### src/rtl/of_pkg.sv
// Shared definitions for the operand fetch stage: control-word bit positions,
// immediate modifier encodings and the return-address register index.
package of_pkg;

    // Bit positions inside the decoded control word
    localparam int IS_ST  = 0;
    localparam int IS_RET = 4;
    localparam int IS_IMM = 5;

    // Immediate modifier taken from inst[17:16]
    typedef enum logic [1:0] {
        IMM_SEXT = 2'b00,
        IMM_ZEXT = 2'b01,
        IMM_HI16 = 2'b10,
        IMM_ZERO = 2'b11
    } imm_mod_e;

    // Return-address register is the highest register: all ones at any address width
    function automatic int unsigned ra_reg_idx(input int unsigned aw);
        return (32'd1 << aw) - 32'd1;
    endfunction

endpackage

### src/rtl/operand_bypass.sv
// Priority bypass match for one register read port. The lowest-index (youngest)
// valid source whose destination equals the read address supplies the data;
// otherwise the register file value passes through.
module operand_bypass #(
    parameter int XLEN    = 32,
    parameter int REG_AW  = 4,
    parameter int NUM_FWD = 3
) (
    input  logic [REG_AW-1:0]         raddr,
    input  logic [XLEN-1:0]           rf_rdata,
    input  logic [NUM_FWD-1:0]        fwd_valid,
    input  logic [NUM_FWD-1:0]        fwd_busy,
    input  logic [NUM_FWD*REG_AW-1:0] fwd_addr,
    input  logic [NUM_FWD*XLEN-1:0]   fwd_data,
    output logic [XLEN-1:0]           data,
    output logic                      busy_hit
);

    // Scan oldest to youngest so the youngest match overwrites and wins
    always_comb begin
        data     = rf_rdata;
        busy_hit = 1'b0;
        for (int i = NUM_FWD - 1; i >= 0; i--) begin
            if (fwd_valid[i] && (fwd_addr[i*REG_AW +: REG_AW] == raddr)) begin
                data     = fwd_data[i*XLEN +: XLEN];
                busy_hit = fwd_busy[i];
            end
        end
    end

endmodule

### src/rtl/operand_fetch_unit.sv
// Operand fetch stage: drives register-file read addresses, resolves bypasses,
// expands the immediate, computes the branch target and registers the result
// behind a valid/ready handshake with one cycle of latency.
module operand_fetch_unit
    import of_pkg::*;
#(
    parameter int XLEN    = 32,
    parameter int REG_AW  = 4,
    parameter int NUM_FWD = 3,
    parameter int CTRL_W  = 22
) (
    input  logic                      clk,
    input  logic                      rst_n,
    input  logic                      in_valid,
    output logic                      in_ready,
    input  logic [XLEN-1:0]           pc_in,
    input  logic [31:0]               inst_in,
    input  logic [CTRL_W-1:0]         ctrl_in,
    output logic [REG_AW-1:0]         rf_raddr1,
    output logic [REG_AW-1:0]         rf_raddr2,
    input  logic [XLEN-1:0]           rf_rdata1,
    input  logic [XLEN-1:0]           rf_rdata2,
    input  logic [NUM_FWD-1:0]        fwd_valid,
    input  logic [NUM_FWD-1:0]        fwd_busy,
    input  logic [NUM_FWD*REG_AW-1:0] fwd_addr,
    input  logic [NUM_FWD*XLEN-1:0]   fwd_data,
    input  logic                      flush,
    output logic                      out_valid,
    input  logic                      out_ready,
    output logic [XLEN-1:0]           out_pc,
    output logic [31:0]               out_inst,
    output logic [CTRL_W-1:0]         out_ctrl,
    output logic [XLEN-1:0]           out_a,
    output logic [XLEN-1:0]           out_b,
    output logic [XLEN-1:0]           out_op2,
    output logic [XLEN-1:0]           out_immx,
    output logic [XLEN-1:0]           out_btarget
);

    localparam logic [REG_AW-1:0] RA_ADDR = REG_AW'(ra_reg_idx(REG_AW));

    // Immediate expansion selected by the two modifier bits
    function automatic logic [XLEN-1:0] imm_expand(input logic [1:0] mod, input logic [15:0] imm);
        logic signed [XLEN-1:0] simm;
        logic [XLEN-1:0]        res;
        simm = XLEN'($signed(imm));
        case (imm_mod_e'(mod))
            IMM_SEXT: res = $unsigned(simm);
            IMM_ZEXT: res = XLEN'(imm);
            IMM_HI16: res = XLEN'({imm, 16'h0000});
            default:  res = '0;
        endcase
        return res;
    endfunction

    // PC-relative target: signed word displacement, wraps modulo 2^XLEN
    function automatic logic [XLEN-1:0] branch_target(input logic [XLEN-1:0] pc, input logic [26:0] disp);
        logic signed [XLEN-1:0] off;
        off = XLEN'($signed(disp));
        off = off <<< 2;
        return pc + $unsigned(off);
    endfunction

    // ---- stage p0: combinational operand resolution ----
    logic [XLEN-1:0] op1_p0;
    logic [XLEN-1:0] op2_p0;
    logic            busy1_p0;
    logic            busy2_p0;
    logic [XLEN-1:0] imm_p0;
    logic [XLEN-1:0] bt_p0;
    logic            hazard_p0;
    logic            capture_p0;

    // Read-address selection: returns read the link register, stores read rs2 from [25:22]
    always_comb begin
        rf_raddr1 = ctrl_in[IS_RET] ? RA_ADDR : inst_in[21:18];
        rf_raddr2 = ctrl_in[IS_ST]  ? inst_in[25:22] : inst_in[17:14];
    end

    operand_bypass #(.XLEN(XLEN), .REG_AW(REG_AW), .NUM_FWD(NUM_FWD)) u_byp1 (
        .raddr     (rf_raddr1),
        .rf_rdata  (rf_rdata1),
        .fwd_valid (fwd_valid),
        .fwd_busy  (fwd_busy),
        .fwd_addr  (fwd_addr),
        .fwd_data  (fwd_data),
        .data      (op1_p0),
        .busy_hit  (busy1_p0)
    );

    operand_bypass #(.XLEN(XLEN), .REG_AW(REG_AW), .NUM_FWD(NUM_FWD)) u_byp2 (
        .raddr     (rf_raddr2),
        .rf_rdata  (rf_rdata2),
        .fwd_valid (fwd_valid),
        .fwd_busy  (fwd_busy),
        .fwd_addr  (fwd_addr),
        .fwd_data  (fwd_data),
        .data      (op2_p0),
        .busy_hit  (busy2_p0)
    );

    // Handshake: stall on a busy bypass source, never accept during a flush
    always_comb begin
        imm_p0     = imm_expand(inst_in[17:16], inst_in[15:0]);
        bt_p0      = branch_target(pc_in, inst_in[26:0]);
        hazard_p0  = in_valid && (busy1_p0 || busy2_p0);
        in_ready   = (!out_valid || out_ready) && !hazard_p0 && !flush;
        capture_p0 = in_valid && in_ready;
    end

    // ---- stage p1: registered outputs ----
    logic                  vld_p1;
    logic [XLEN-1:0]       pc_p1;
    logic [31:0]           inst_p1;
    logic [CTRL_W-1:0]     ctrl_p1;
    logic [XLEN-1:0]       a_p1;
    logic [XLEN-1:0]       b_p1;
    logic [XLEN-1:0]       op2_p1;
    logic [XLEN-1:0]       immx_p1;
    logic [XLEN-1:0]       bt_p1;

    // Output valid: flush wins, then capture, then drain to a bubble
    always_ff @(posedge clk or negedge rst_n) begin
        if (!rst_n) begin
            vld_p1 <= 1'b0;
        end else if (flush) begin
            vld_p1 <= 1'b0;
        end else if (capture_p0) begin
            vld_p1 <= 1'b1;
        end else if (out_ready) begin
            vld_p1 <= 1'b0;
        end
    end

    // Payload loads only on capture and otherwise holds its value
    always_ff @(posedge clk or negedge rst_n) begin
        if (!rst_n) begin
            pc_p1   <= '0;
            inst_p1 <= '0;
            ctrl_p1 <= '0;
            a_p1    <= '0;
            b_p1    <= '0;
            op2_p1  <= '0;
            immx_p1 <= '0;
            bt_p1   <= '0;
        end else if (capture_p0) begin
            pc_p1   <= pc_in;
            inst_p1 <= inst_in;
            ctrl_p1 <= ctrl_in;
            a_p1    <= op1_p0;
            b_p1    <= ctrl_in[IS_IMM] ? imm_p0 : op2_p0;
            op2_p1  <= op2_p0;
            immx_p1 <= imm_p0;
            bt_p1   <= bt_p0;
        end
    end

    assign out_valid   = vld_p1;
    assign out_pc      = pc_p1;
    assign out_inst    = inst_p1;
    assign out_ctrl    = ctrl_p1;
    assign out_a       = a_p1;
    assign out_b       = b_p1;
    assign out_op2     = op2_p1;
    assign out_immx    = immx_p1;
    assign out_btarget = bt_p1;

endmodule

### config.mk
export PLATFORM = sky130hd
export DESIGN_NAME = operand_fetch_unit
export DESIGN_NICKNAME = d
export VERILOG_FILES = /design/src/rtl/of_pkg.sv /design/src/rtl/operand_bypass.sv /design/src/rtl/operand_fetch_unit.sv
export SDC_FILE = /design/constraint.sdc
export NUM_CORES = 1
export LEC_CHECK = 0
export CELL_PAD_IN_SITES_DETAIL_PLACEMENT = 0
export CELL_PAD_IN_SITES_GLOBAL_PLACEMENT = 1
export CORE_ASPECT_RATIO = 1.5
export CORE_UTILIZATION = 25
export DETAILED_ROUTE_END_ITERATION = 6
export PLACE_DENSITY_LB_ADDON = 0.1
export SETUP_SLACK_MARGIN = 0.2
export SKIP_CTS_REPAIR_TIMING = 1
export SLEW_MARGIN = 10
export SYNTH_ARGS = -nofsm -noshare
export SYNTH_HDL_FRONTEND = slang
export SYNTH_SLANG_ARGS = --single-unit
### constraint.sdc
create_clock -name clk -period 2.2 [get_ports clk]
set_clock_uncertainty 0.15 [all_clocks]
set_input_delay 0.22 -clock clk [delete_from_list [all_inputs] [get_ports clk]]
set_output_delay 0.22 -clock clk [all_outputs]
set_load 0.05 [all_outputs]
== Word-level counts from Yosys, hierarchy flattened ==
Cells that the tools add are included.

* Bits in registers: 247
* Bits of input ports: 269
* Output and inout port bits: 256
* Logic and storage cells: 54

* Add/sub/neg operators: 1
* Eq/ne operators: 8
* Muxes and demuxes: 19
* Reductions and logical operators: 17

{| class="wikitable"
|+ Operators with widths
! cell !! number
|-
| two-way mux 32 bit || 7
|-
| case mux 32 bit (3 select lines) || 1
|-
| adder 32 bit || 1
|-
| equality test 4 bit || 6
|-
| logical AND 1 bit || 10
|-
| two-way mux 1 bit || 9
|-
| two-way mux 4 bit || 2
|-
| logical NOT 1 bit || 3
|-
| nonzero test 3 bit || 1
|-
| equality test 2 x 1 -> 1 bit (second input constant) || 1
|-
| equality test 2 bit (second input constant) || 1
|-
| logical NOT 2 bit || 1
|-
| logical OR 1 bit || 2
|}

== Logic depth before layout (Yosys ltp) ==
* Depth after elaboration: 14
* Depth in mapped cells: 12
* Depth with buffers taken out: 10

== Modules after synthesis ==
A second synthesis with hierarchy kept.

* Cells, all modules: 1728
* Area total of the unflattened synthesis: 14483.9 µm²

{| class="wikitable"
|+ Modules (own cells, without submodules)
! module !! times used !! cells an instance !! area an instance (µm²) !! sequential area each (µm²)
|-
| operand_fetch_unit || 1 || 1240 || 11310.8 || 6130.9
|-
| operand_bypass || 2 || 244 || 1586.5 || 0.0
|}

== Worst setup path after synthesis ==
No wires, ideal clock.

* Path type: in2out
* Start: input ctrl_in[4]
* End: output in_ready
* Arrival: 2.810 ns
* Data required time: 1.830 ns
* Path slack: -0.980 ns
* Cell stages on the path: 9
* Path buffers: 1
* Path through: clkbuf_1 or2_2 nor2_1 a22oi_1 or2_2 o2bb2ai_1 nand2_1 o211ai_1 a21boi_0

* Longest elaborated chain between the ends: 11
* Elaborated cells between the ends (all ways): 15
* Those cells by class: eq/ne: 3; mux: 4; reduce/logical: 8

{| class="wikitable"
|+ RTL lines
! element !! RTL line !! source
|-
| start, declared || operand_fetch_unit.sv:18 || <nowiki>input logic [CTRL_W-1:0] ctrl_in,</nowiki>
|-
| two-way mux 4 bit (*) || operand_fetch_unit.sv:76 || <nowiki>rf_raddr1 = ctrl_in[IS_RET] ? RA_ADDR : inst_in[21:18];</nowiki>
|-
| named net rf_raddr1[1] || operand_fetch_unit.sv:19 || <nowiki>output logic [REG_AW-1:0] rf_raddr1,</nowiki>
|-
| equality test 4 bit || operand_bypass.sv:24 || <nowiki>if (fwd_valid[i] && (fwd_addr[i*REG_AW +: REG_AW] == raddr)) begin</nowiki>
|-
| logical AND 1 bit || operand_bypass.sv:24 ||
|-
| two-way mux 1 bit (2 in a row) || operand_bypass.sv:24 ||
|-
| two-way mux 1 bit (*) || operand_bypass.sv:24 ||
|-
| logical OR 1 bit (*) || operand_fetch_unit.sv:106 || <nowiki>hazard_p0 = in_valid && (busy1_p0 || busy2_p0);</nowiki>
|-
| logical AND 1 bit (*) || operand_fetch_unit.sv:106 ||
|-
| logical NOT 1 bit (*) || operand_fetch_unit.sv:107 || <nowiki>in_ready = (!out_valid || out_ready) && !hazard_p0 && !flush;</nowiki>
|-
| logical AND 1 bit (*) (2 in a row) || operand_fetch_unit.sv:107 ||
|-
| end, declared || operand_fetch_unit.sv:15 || <nowiki>output logic in_ready,</nowiki>
|}

The timed path passes the listed nets; every way through them passes the cells marked *.

== Final worst setup path ==
* Start: input ctrl_in[0]
* End: output in_ready

* Longest elaborated chain between the ends: 11
* Elaborated cells between the ends (all ways): 15
* Those cells by class: eq/ne: 3; mux: 4; reduce/logical: 8

{| class="wikitable"
|+ RTL lines
! element !! RTL line !! source
|-
| two-way mux 4 bit (*) || operand_fetch_unit.sv:77 || <nowiki>rf_raddr2 = ctrl_in[IS_ST] ? inst_in[25:22] : inst_in[17:14];</nowiki>
|-
| equality test 4 bit || operand_bypass.sv:24 ||
|-
| logical AND 1 bit || operand_bypass.sv:24 ||
|-
| two-way mux 1 bit (2 in a row) || operand_bypass.sv:24 ||
|-
| two-way mux 1 bit (*) || operand_bypass.sv:24 ||
|-
| logical OR 1 bit (*) || operand_fetch_unit.sv:106 ||
|-
| logical AND 1 bit (*) || operand_fetch_unit.sv:106 ||
|-
| logical NOT 1 bit (*) || operand_fetch_unit.sv:107 ||
|-
| logical AND 1 bit (*) (2 in a row) || operand_fetch_unit.sv:107 ||
|}

Every way passes the cells marked *; elsewhere a longest branch is shown, timed or not.

==> out/results.ini <==
[place]
pre_cts_ws_ns=-1.25
dpl-instance-area_sq_um=20800
hpwl_microns=45200
numPortBuffers=524
gpl.final_weighted_congestion=0.836
dp.cells=2845

[setup_path]
critPathArrivalTime_ns=2.15
path_max_fanout=5
worstRegToRegCells=11
critPathKind=in -> out
cp-start-kind=input pin
end_kind=output port
required_ns=1.83

[sta]
fmax_mhz=397
setup_violations=248
fin_crit_ns=2.52
post-route-period-util_pct=115
timing.final.max_slew_violations=0
rsz0062_at_grt=yes
finalWorstSetupSlack_ns=-0.320
holdWs_ns=-0.0260
worst_pin_slew_ns=0.988
hold_viol=33
timing.slew.headroom_pct=33.9

[pwr]
pwr-share-comb_pct=48.7
seq_power_share_pct=29.2
p_int_mw=12.1
clockPowerShare_pct=22.1
vdd_ir_drop_max_mv=0.563
power.switching_mw=9.08
powerDensity_nw_per_um2=832
total_leakage_power_nw=12.2
p_sw_share_pct=42.8

[logic_synthesis]
synth_area_leaders=dfrtp_1, nand2_1, mux2i_1
synth_area_leader_cell=dfrtp_1
yosys_warnings=0
synth_seq_cells=245
yosysTopAreaCellShare_pct=46.3
syn_nets=1845
syn_avg_cell_area_sq_um=8.57
ys.flop_type=dfrtp_1
seq_area_frac_synth_pct=46.3
synth-edff-count=0
synth_area_sq_um=13200
synth.distinct_cells=57
synthesis.instances=1546
async_reset_ff_share_pct=100

[detailed_routing]
drt-vias-per-instance=4.78
drc=0
drt-initial-drc-count=568
dr.pass1.iters=5
antenna_left=0
wl_per_cell_microns=21.9
vias=14400
routed_wl_microns=65900

[die]
placementRows=103
die_width_microns=190
dieArea_sq_um=53900
die_h_microns=284
io_pins=525
core_sq_um=52500
start_util_pct=25.3

[cts]
path_clk_slew_ns=0.06
htree_levels=1
clock_latency_ns=0.57
cts_buffers=27
clock-root-buffer=clkbuf_16
cts.sinks=245
clockBufferDepth=3
cts_tree=yes

[global_routing]
grt_pass1_wl_microns=85600
track_usage_pct=21.0
grt_pass1_vias=13700
grt_max_degree=65
grt.overflow.total=0
antenna_found_initial=3

[hold_path]
min_path_type=in -> async

[cells_and_area]
stdcell_count=3014
layout.nets=2612
final_common_cell=clkdlybuf4s50_1
final_cell_area_sq_um=25500
layout_common_cells=clkdlybuf4s50_1, nand2_1, dfrtp_1
layout-drive-gt1-share_pct=30.6
syn2layout_area_growth_pct=92.2

[outcome]
outcome=finished, violations left
violations=negative hold slack, negative setup slack

[job]
cap_violations=0

==> critical path, stage by stage <==
cell	delay, ns
buf_8	0.08
buf_12	0.13
mux2i_4	0.25
mux2_4	0.33
nor4_4	0.22
buf_4	0.17
nand2b_4	0.12
o2bb2ai_4	0.07
nand2_1	0.08
o211ai_1	0.11
a21boi_2	0.20
buf_12	0.16
==> worst paths after layout <==
path	start	to	slack, ns
max reg2reg	out_valid$_DFFE_PN0P_	out_immx[30]$_DFFE_PN0P_	-0.02
min in group clk	inst_in[20]	out_inst[20]$_DFFE_PN0P_	-0.01
max	ctrl_in[0]	in_ready	-0.32
max in group asynchronous	rst_n	out_op2[12]$_DFFE_PN0P_	1.23
min reg2reg	out_pc[29]$_DFFE_PN0P_	out_pc[29]$_DFFE_PN0P_	0.32
min	rst_n	out_btarget[2]$_DFFE_PN0P_	-0.03
==> cell type report <==
class	count	area (sq um)
Fill cell	4969	27000
Timing Repair Buffer	845	9300
Multi-Input combinational cell	1177	8240
Sequential cell	245	6130
Tap cell	682	853
Clock buffer	39	781
Clock inverter	8	96.3
Inverter	17	63.8
Antenna cell	1	2.50
==> cell families (layout without fill, tap and decap cells) <==
kind of cell    Yosys count  in the layout  synth area share [%]
xor+xnor                 41             41                  2.71
other cells               0              1                     0
flops                   245            245                  46.3
fa+ha+maj                30             30                  2.89
simple gates            674            674                  21.6
compound gates          361            361                  16.8
buf+inv                 124            909                  4.08
mux                      71             71                  5.62
==> cells in the mapped netlist, types with 20 or more instances <==
master / number
xnor2_1: 20
dfrtp_1: 245
ha_1: 29
xor2_1: 21
a21o_1: 29
buf_2: 42
o21ai_0: 99
nor2_1: 83
mux2i_1: 66
nand3_1: 27
a211oi_1: 67
clkbuf_1: 52
o211ai_1: 35
nand2_1: 480
a21oi_1: 97
==> state kept, by name, summed over array words and instances, names as in the netlist <==
register     flops
out_btarget     30
out_a           32
out_ctrl        22
out_op2         32
out_inst        32
out_immx        32
out_valid        1
out_pc          32
out_b           32
==> power groups by stage <==
stage               combinational (mW)  clock (mW)  sequential (mW)
finish                            10.3        4.68             6.19
global route                      10.8        4.98             6.31
CTS                               9.15        4.82             6.01
detailed placement                9.13           0             6.07
global placement                  9.12           0             6.04
floorplan                         1.83           0             9.43
==> per-layer routing <==
metal	wire length, microns	up-vias	GRT usage (%)
met5	8	-	0
met4	2470	2	7.84
met3	3730	99	4.25
met2	35200	439	38.6
met1	24600	7003	23.4
li1	-	6866	-
==> per-stage QoR <==
stage | power (mW) | utilization (%) | TNS [ns]
after global routing | 22.1 | 48.6 | -53.68
after global placement | 15.2 | 39.6 | -265.96
final | 21.2 | 48.6 | -37.27
after floorplan | 11.3 | - | -80.85
after detailed placement | 15.2 | 39.6 | -287.09
after CTS | 20.0 | 41.3 | -143.13
Power figures use the tool's default switching activity.
